[config.mk]
export PLATFORM = sky130hd
export DESIGN_NAME = snake_engine
export DESIGN_NICKNAME = d
export VERILOG_FILES = /design/src/rtl/snake_pkg.sv /design/src/rtl/snake_cell_match.sv /design/src/rtl/snake_engine.sv
export SDC_FILE = /design/constraint.sdc
export NUM_CORES = 1
export LEC_CHECK = 0
export CORE_MARGIN = 2
export CORE_UTILIZATION = 40
export DETAILED_ROUTE_END_ITERATION = 10
export GPL_TIMING_DRIVEN = 0
export PLACE_DENSITY = 0.66
export SETUP_SLACK_MARGIN = 0.5
export SLEW_MARGIN = 15
export SYNTH_ARGS = -nofsm -noshare
export SYNTH_HDL_FRONTEND = slang
export SYNTH_SLANG_ARGS = --single-unit
[constraint.sdc]
create_clock -name clk -period 14.65 [get_ports clk]
set_input_delay 2.93 -clock clk [delete_from_list [all_inputs] [get_ports clk]]
set_output_delay 2.93 -clock clk [all_outputs]
set_load 0.005 [all_outputs]
[src/rtl/snake_pkg.sv]
// Shared types for the snake engine: direction codes,
// reversal test and the pixel-to-cell position bundle.
package snake_pkg;

  typedef enum logic [1:0] {
    DIR_RIGHT = 2'd0,
    DIR_LEFT  = 2'd1,
    DIR_DOWN  = 2'd2,
    DIR_UP    = 2'd3
  } dir_t;

  localparam int PIX_W = 12;

  typedef struct packed {
    logic [PIX_W-1:0] x;
    logic [PIX_W-1:0] y;
  } pix_pos_t;

  // Opposite directions differ only in bit 0.
  function automatic logic is_reverse(dir_t a, dir_t b);
    return {a[1], ~a[0]} == b;
  endfunction

endpackage

[src/rtl/snake_cell_match.sv]
// One cell-vs-segment equality compare, gated by
// whether that segment slot is live.
module snake_cell_match #(
  parameter int XW = 7,
  parameter int YW = 6
) (
  input  logic [XW-1:0] ax,
  input  logic [YW-1:0] ay,
  input  logic [XW-1:0] bx,
  input  logic [YW-1:0] by,
  input  logic          live,
  output logic          hit
);

  assign hit = live & (ax == bx) & (ay == by);

endmodule

[src/rtl/snake_engine.sv]
// Snake body engine: segment shift array, direction and
// grow latching, wall/self collision, pixel hit query.
module snake_engine
  import snake_pkg::*;
#(
  parameter int GRID_W    = 80,
  parameter int GRID_H    = 60,
  parameter int CELL_LOG2 = 3,
  parameter int MAX_LEN   = 32,
  parameter int INIT_LEN  = 4,
  parameter int INIT_X    = 10,
  parameter int INIT_Y    = 30,
  localparam int XW = $clog2(GRID_W),
  localparam int YW = $clog2(GRID_H),
  localparam int LW = $clog2(MAX_LEN + 1)
) (
  input  logic          clk,
  input  logic          rst_n,
  input  logic          step,
  input  logic          pause,
  input  logic          dir_valid,
  input  logic [1:0]    dir_in,
  input  logic          grow,
  input  logic [11:0]   pix_x,
  input  logic [11:0]   pix_y,
  output logic          pix_head,
  output logic          pix_body,
  output logic [XW-1:0] head_x,
  output logic [YW-1:0] head_y,
  output logic [LW-1:0] length,
  output logic          dead,
  output logic          moved
);

  logic [XW-1:0] seg_x [MAX_LEN];
  logic [YW-1:0] seg_y [MAX_LEN];
  logic [LW-1:0] len_q;
  dir_t          cur_dir;
  dir_t          pend_dir;
  dir_t          req_dir;
  logic          grow_pend;
  logic          dead_q;
  logic          moved_q;

  logic          fire;
  logic          grow_eff;
  logic          wall;
  logic          self_hit;
  logic          ok;
  logic [XW-1:0] nx;
  logic [YW-1:0] ny;
  logic [LW-1:0] grow_inc;
  logic [LW-1:0] col_lim;

  logic [MAX_LEN-1:0] col_live;
  logic [MAX_LEN-1:0] col_hit;
  logic [MAX_LEN-1:0] pix_live;
  logic [MAX_LEN-1:0] pix_hit;

  pix_pos_t      pcell;
  logic          in_range;

  assign req_dir  = dir_t'(dir_in);
  assign fire     = step & ~pause & ~dead_q;
  assign grow_eff = (grow_pend | grow)
                  & (len_q < LW'(MAX_LEN));
  assign grow_inc = {{(LW-1){1'b0}}, grow_eff};

  // The tail slot vacates on a plain move, so it only
  // blocks the head when this move also lengthens.
  assign col_lim  = len_q + grow_inc - LW'(1);

  // Next head cell and wall test for the pending direction.
  always_comb begin
    nx   = seg_x[0];
    ny   = seg_y[0];
    wall = 1'b0;
    unique case (pend_dir)
      DIR_RIGHT: begin
        wall = (seg_x[0] == XW'(GRID_W - 1));
        nx   = seg_x[0] + XW'(1);
      end
      DIR_LEFT: begin
        wall = (seg_x[0] == '0);
        nx   = seg_x[0] - XW'(1);
      end
      DIR_DOWN: begin
        wall = (seg_y[0] == YW'(GRID_H - 1));
        ny   = seg_y[0] + YW'(1);
      end
      DIR_UP: begin
        wall = (seg_y[0] == '0);
        ny   = seg_y[0] - YW'(1);
      end
    endcase
  end

  assign pcell.x  = pix_x >> CELL_LOG2;
  assign pcell.y  = pix_y >> CELL_LOG2;
  assign in_range = (pcell.x < PIX_W'(GRID_W))
                  & (pcell.y < PIX_W'(GRID_H));

  for (genvar i = 0; i < MAX_LEN; i++) begin : g_match
    assign col_live[i] = (LW'(i) < col_lim);
    assign pix_live[i] = (LW'(i) < len_q);

    snake_cell_match #(.XW(XW), .YW(YW)) u_col (
      .ax   (nx),
      .ay   (ny),
      .bx   (seg_x[i]),
      .by   (seg_y[i]),
      .live (col_live[i]),
      .hit  (col_hit[i])
    );

    snake_cell_match #(.XW(XW), .YW(YW)) u_pix (
      .ax   (pcell.x[XW-1:0]),
      .ay   (pcell.y[YW-1:0]),
      .bx   (seg_x[i]),
      .by   (seg_y[i]),
      .live (pix_live[i]),
      .hit  (pix_hit[i])
    );
  end

  assign self_hit = |col_hit;
  assign ok       = fire & ~wall & ~self_hit;

  // Segment array: load the initial line, shift on a move.
  always_ff @(posedge clk) begin
    if (!rst_n) begin
      for (int i = 0; i < MAX_LEN; i++) begin
        seg_x[i] <= (i < INIT_LEN) ? XW'(INIT_X - i) : '0;
        seg_y[i] <= (i < INIT_LEN) ? YW'(INIT_Y) : '0;
      end
    end else if (ok) begin
      for (int i = MAX_LEN - 1; i >= 1; i--) begin
        seg_x[i] <= seg_x[i-1];
        seg_y[i] <= seg_y[i-1];
      end
      seg_x[0] <= nx;
      seg_y[0] <= ny;
    end
  end

  // Length, direction, grow request and death tracking.
  always_ff @(posedge clk) begin
    if (!rst_n) begin
      len_q     <= LW'(INIT_LEN);
      cur_dir   <= DIR_RIGHT;
      pend_dir  <= DIR_RIGHT;
      grow_pend <= 1'b0;
      dead_q    <= 1'b0;
      moved_q   <= 1'b0;
    end else begin
      moved_q <= ok;
      if (ok) begin
        len_q   <= len_q + grow_inc;
        cur_dir <= pend_dir;
      end
      if (fire & (wall | self_hit))
        dead_q <= 1'b1;
      if (ok)
        grow_pend <= 1'b0;
      else if (grow & ~dead_q)
        grow_pend <= 1'b1;
      if (dir_valid & ~dead_q
          & ~is_reverse(req_dir, cur_dir))
        pend_dir <= req_dir;
    end
  end

  // Registered pixel query for the renderer.
  always_ff @(posedge clk) begin
    if (!rst_n) begin
      pix_head <= 1'b0;
      pix_body <= 1'b0;
    end else begin
      pix_head <= in_range & pix_hit[0];
      pix_body <= in_range & ~pix_hit[0]
                & (|pix_hit[MAX_LEN-1:1]);
    end
  end

  assign head_x = seg_x[0];
  assign head_y = seg_y[0];
  assign length = len_q;
  assign dead   = dead_q;
  assign moved  = moved_q;

endmodule

==> flow_metrics.tcl <==
set metrics [dict create \
    status "finished, final reports clean" \
    layout-drive-gt1-share_pct 8.514 \
    rr_worst_depth 22 \
    antenna_left 0 \
    cp_data_required_time_ns 14.91 \
    switching_share_pct 34.75 \
    syn_area_um2 29430 \
    clk_path_buf_depth 3 \
    nets 2906 \
    fin_crit_sh_pct 66.57 \
    start_util_pct 40.34 \
    port_buffers 35 \
    pin_count 55 \
    hold_buffers 0 \
    hold_violations 0 \
    dp_cells 3764 \
    wire_per_inst_um 36.23 \
    clk_pin_slew_worst_paths_ns 0.06 \
    path_max_fanout 87 \
    grt.total_usage_pct 36.58 \
    pwr_density_cell_nw_per_um2 117.7 \
    drv_cap 0 \
    relSlewSlack_pct 6.289 \
    seqPwrFrac_pct 41.1 \
    crit_buf_inv 8 \
    h-tree-depth 2 \
    finalSetupViolCount 0 \
    route.detailed.drc 0 \
    ys_ff_latch 431 \
    cts_tree "built" \
    areaGrowthSynthToFinish_pct 11.87 \
    critical-path-max-stage-delay_ns 0.69 \
    die_w_um 275.2 \
    dp_slack_ns 4.620 \
    synth.avg_cell_area_um2 10.64 \
    synth_flop_cell "edfxtp_1" \
    critPathMostFrequentCell "ha_1" \
    hpwlAfterDp_um 98810 \
    synth_cells 2765 \
    dr.first_iter.drc_count 4425 \
    clock_latency_ns 0.63 \
    grt_max_degree 104 \
    numCtsBuffers 51 \
    die_area_um2 75760 \
    cts_setup_buffers 0 \
    start_kind "input pin" \
    die_h_um 275.2 \
    comb_power_share_pct 24.3 \
    gp_congestion 1.099 \
    async_flop_share_pct 0 \
    tightest_slew_ns 1.406 \
    postCtsResizedCells 0 \
    cp_cell_sequence "clkdlybuf4s50_1 -> nor2_1 -> nor2_1 -> ha_1 -> ha_1 -> inv_1 -> ha_1 -> inv_1 -> nor4_1 -> o21ai_1 -> a211oi_1 -> buf_2 -> a21oi_1 -> nand3_1 -> o32ai_1 -> a2111oi_2 -> and4_1 -> clkbuf_1 -> nand3_1 -> buf_2 -> nand2_8 -> buf_16 -> buf_16" \
    rsz0062_at_grt "false" \
    grt_pass1_vias 22670 \
    crit_family "buffers and inverters" \
    clock.fmax_ghz 0.1025 \
    finClkSkew_ns 0.03200 \
    rows 99 \
    whs_ns 0.4948 \
    drt_first_pass_iters 7 \
    p_leak_nw 11.41 \
    layout_setup_ws_ns 4.897 \
    yosys_warnings 0 \
    power_switching_mw 1.346 \
    p_int_mw 2.528 \
    cts.sinks 431 \
    grt_pass1_wl_um 187800 \
    drv_slew 0 \
    peakVddDrop_uv 100.0 \
    cp-end-kind "flop" \
    vias 24460 \
    gr-total-overflow 0 \
    yosysSeqAreaShare_pct 43.47 \
    crit_cells 23 \
    cp_slowest_cell "a211oi_1" \
    holdCritPathClass "flop to flop" \
    hold_path_depth 2 \
    critPathArrivalTime_ns 10.02 \
    yosysUniqueCellTypes 88 \
    clkPwrFrac_pct 34.6 \
    grt_antenna_before_repair 7 \
    critPathKind "input pin to flop" \
    core_um2 72960 \
    via_per_inst 6.326 \
    fin_cells 3866 \
    fin_crit_ns 9.753 \
    drt-total-wl_um 140100 \
    cts-root-buf "clkbuf_16" \
    synth_nets 2813 \
    synth_edf_count 416 \
]
[stage by stage]
step	TNS (ns)	area, um2	util [%]	total power, mW
5_1_grt	0	32910	45.10	3.935
3_3_place_gp	-841.75	30980	42.46	2.521
4_1_cts	0	32910	45.10	3.812
2_1_floorplan	0	29430	-	2.137
6_report	0	32920	45.13	3.874
3_5_place_dp	0	31190	42.76	2.495
[Yosys cell counts (6+ instances only)]
library cell	instances	area, um2
xnor2_1	505	4423
edfxtp_1	416	12490
and2_1	387	2421
xor2_1	376	3293
nand4_1	111	694.4
nor4_1	94	588.1
clkbuf_1	76	285.3
nor2_1	69	259.0
nor3_1	64	320.3
nand2_1	63	236.5
nand3_1	57	285.3
buf_2	54	270.3
a21oi_1	51	255.2
o21ai_0	29	145.1
buf_1	27	101.4
nand2b_1	27	168.9
a2111oi_0	22	192.7
o22ai_1	17	106.4
inv_1	16	60.06
mux2i_1	16	160.2
a211oi_1	15	112.6
a31oi_1	15	93.84
dfxtp_1	15	300.3
buf_4	14	105.1
ha_1	14	175.2
o211ai_1	14	105.1
nor2b_1	13	81.33
buf_6	12	135.1
o2111ai_1	11	96.34
o31ai_1	11	82.58
clkbuf_2	10	50.05
a32oi_1	7	61.31
nand3b_1	7	52.55
a21o_1	6	45.04
and3_1	6	37.54
nor3b_1	6	45.04
o2bb2ai_1	6	52.55
[routing by layer]
layer | vias up | wire, um | GRT usage (%)
met5 | - | 56 | 0
met1 | 11810 | 52670 | 47.65
met4 | 8 | 11600 | 24.51
met3 | 553 | 21000 | 13.85
li1 | 9957 | - | -
met2 | 2126 | 54750 | 50.14
[path summary, 6_finish.rpt]
check | startpoint | endpoint | slack (ns)
setup / recovery | grow | seg_y[1][27] | 4.90
hold reg to reg | cur_dir[1] | cur_dir[1] | 0.49
setup reg to reg | pend_dir[1] | seg_y[1][27] | 6.01
hold / removal | cur_dir[1] | cur_dir[1] | 0.49
[power by group through the flow]
stage	clock [mW]	combinational, mW	sequential [mW]
global placement	0	0.878	1.64
global route	1.38	0.960	1.59
detailed placement	0	0.887	1.61
floorplan	0	0.569	1.57
CTS	1.34	0.891	1.58
finish	1.34	0.941	1.59
[cells in the final DEF, fill, tap and decap left out, types with 7 or more instances in the layout]
cell	instances
nand2_1	62
and2_1	387
clkinv_1	9
nor4_1	94
clkdlybuf4s50_1	35
nor2b_1	13
o31ai_1	11
xor2_1	376
clkinvlp_4	8
o22ai_1	17
xnor2_1	504
clkbuf_16	52
nor3_1	64
nor2_1	68
a211oi_1	15
edfxtp_1	416
dfxtp_1	15
buf_4	14
nand3_1	57
inv_1	16
buf_2	76
clkbuf_2	30
o21ai_0	29
nand3b_1	7
mux2i_1	15
a31oi_1	15
clkbuf_1	62
nand4_1	111
o2111ai_1	11
buf_6	13
o211ai_1	14
a21oi_1	51
a2111oi_0	22
nand2b_1	27
clkinv_2	9
a32oi_1	7
ha_1	14
[cell type report]
| cell class | instances | area [um2] |
|---|---|---|
| Tap cell | 959 | 1200 |
| Clock inverter | 39 | 392.9 |
| Buffer | 194 | 1015 |
| Inverter | 18 | 67.56 |
| Clock buffer | 57 | 1320 |
| Timing Repair Buffer | 40 | 471.7 |
| Fill cell | 6878 | 40040 |
| Multi-Input combinational cell | 2122 | 15650 |
| Sequential cell | 431 | 12790 |
| Antenna cell | 6 | 15.01 |
[flip-flops by register name, indices dropped and copies added, names as in the netlist]
name	cells
cur_dir	2
pend_dir	2
moved	1
pix_head	1
seg_y	192
grow_pend	1
seg_x	224
length	6
pix_body	1
dead	1
[worst reg2reg max path, stage by stage (launching register included)]
cell,delay (ns)
dfxtp_1,0.33
buf_2,0.20
nand2_1,0.54
inv_1,0.33
fa_1,0.56
clkbuf_1,0.62
buf_2,0.68
buf_2,0.71
xnor2_1,0.21
nand4_1,0.11
nor2_1,0.10
a21oi_1,0.06
nor4_1,0.58
nand3_1,0.37
o32ai_1,0.42
a2111oi_2,0.14
and4_1,0.33
clkbuf_1,0.18
nand3_1,0.14
buf_2,0.37
nand2_8,0.39
buf_16,0.39
buf_16,0.46
[kinds of logic (layout without fill, tap and decap cells)]
| group | count (synthesis) | in the layout | synth area share (%) |
|---|---|---|---|
| AOI/OAI and AO/OA | 272 | 272 | 6.764 |
| muxes | 17 | 17 | 0.5825 |
| adders and majority gates | 17 | 17 | 0.7653 |
| and+or+nand+nor | 930 | 930 | 18.40 |
| DFF | 431 | 431 | 43.47 |
| xor gates and xnor gates | 886 | 886 | 26.52 |
| buffers and inverters | 212 | 348 | 3.499 |
| other | 0 | 6 | 0 |
Power figures use the tool's default switching activity.
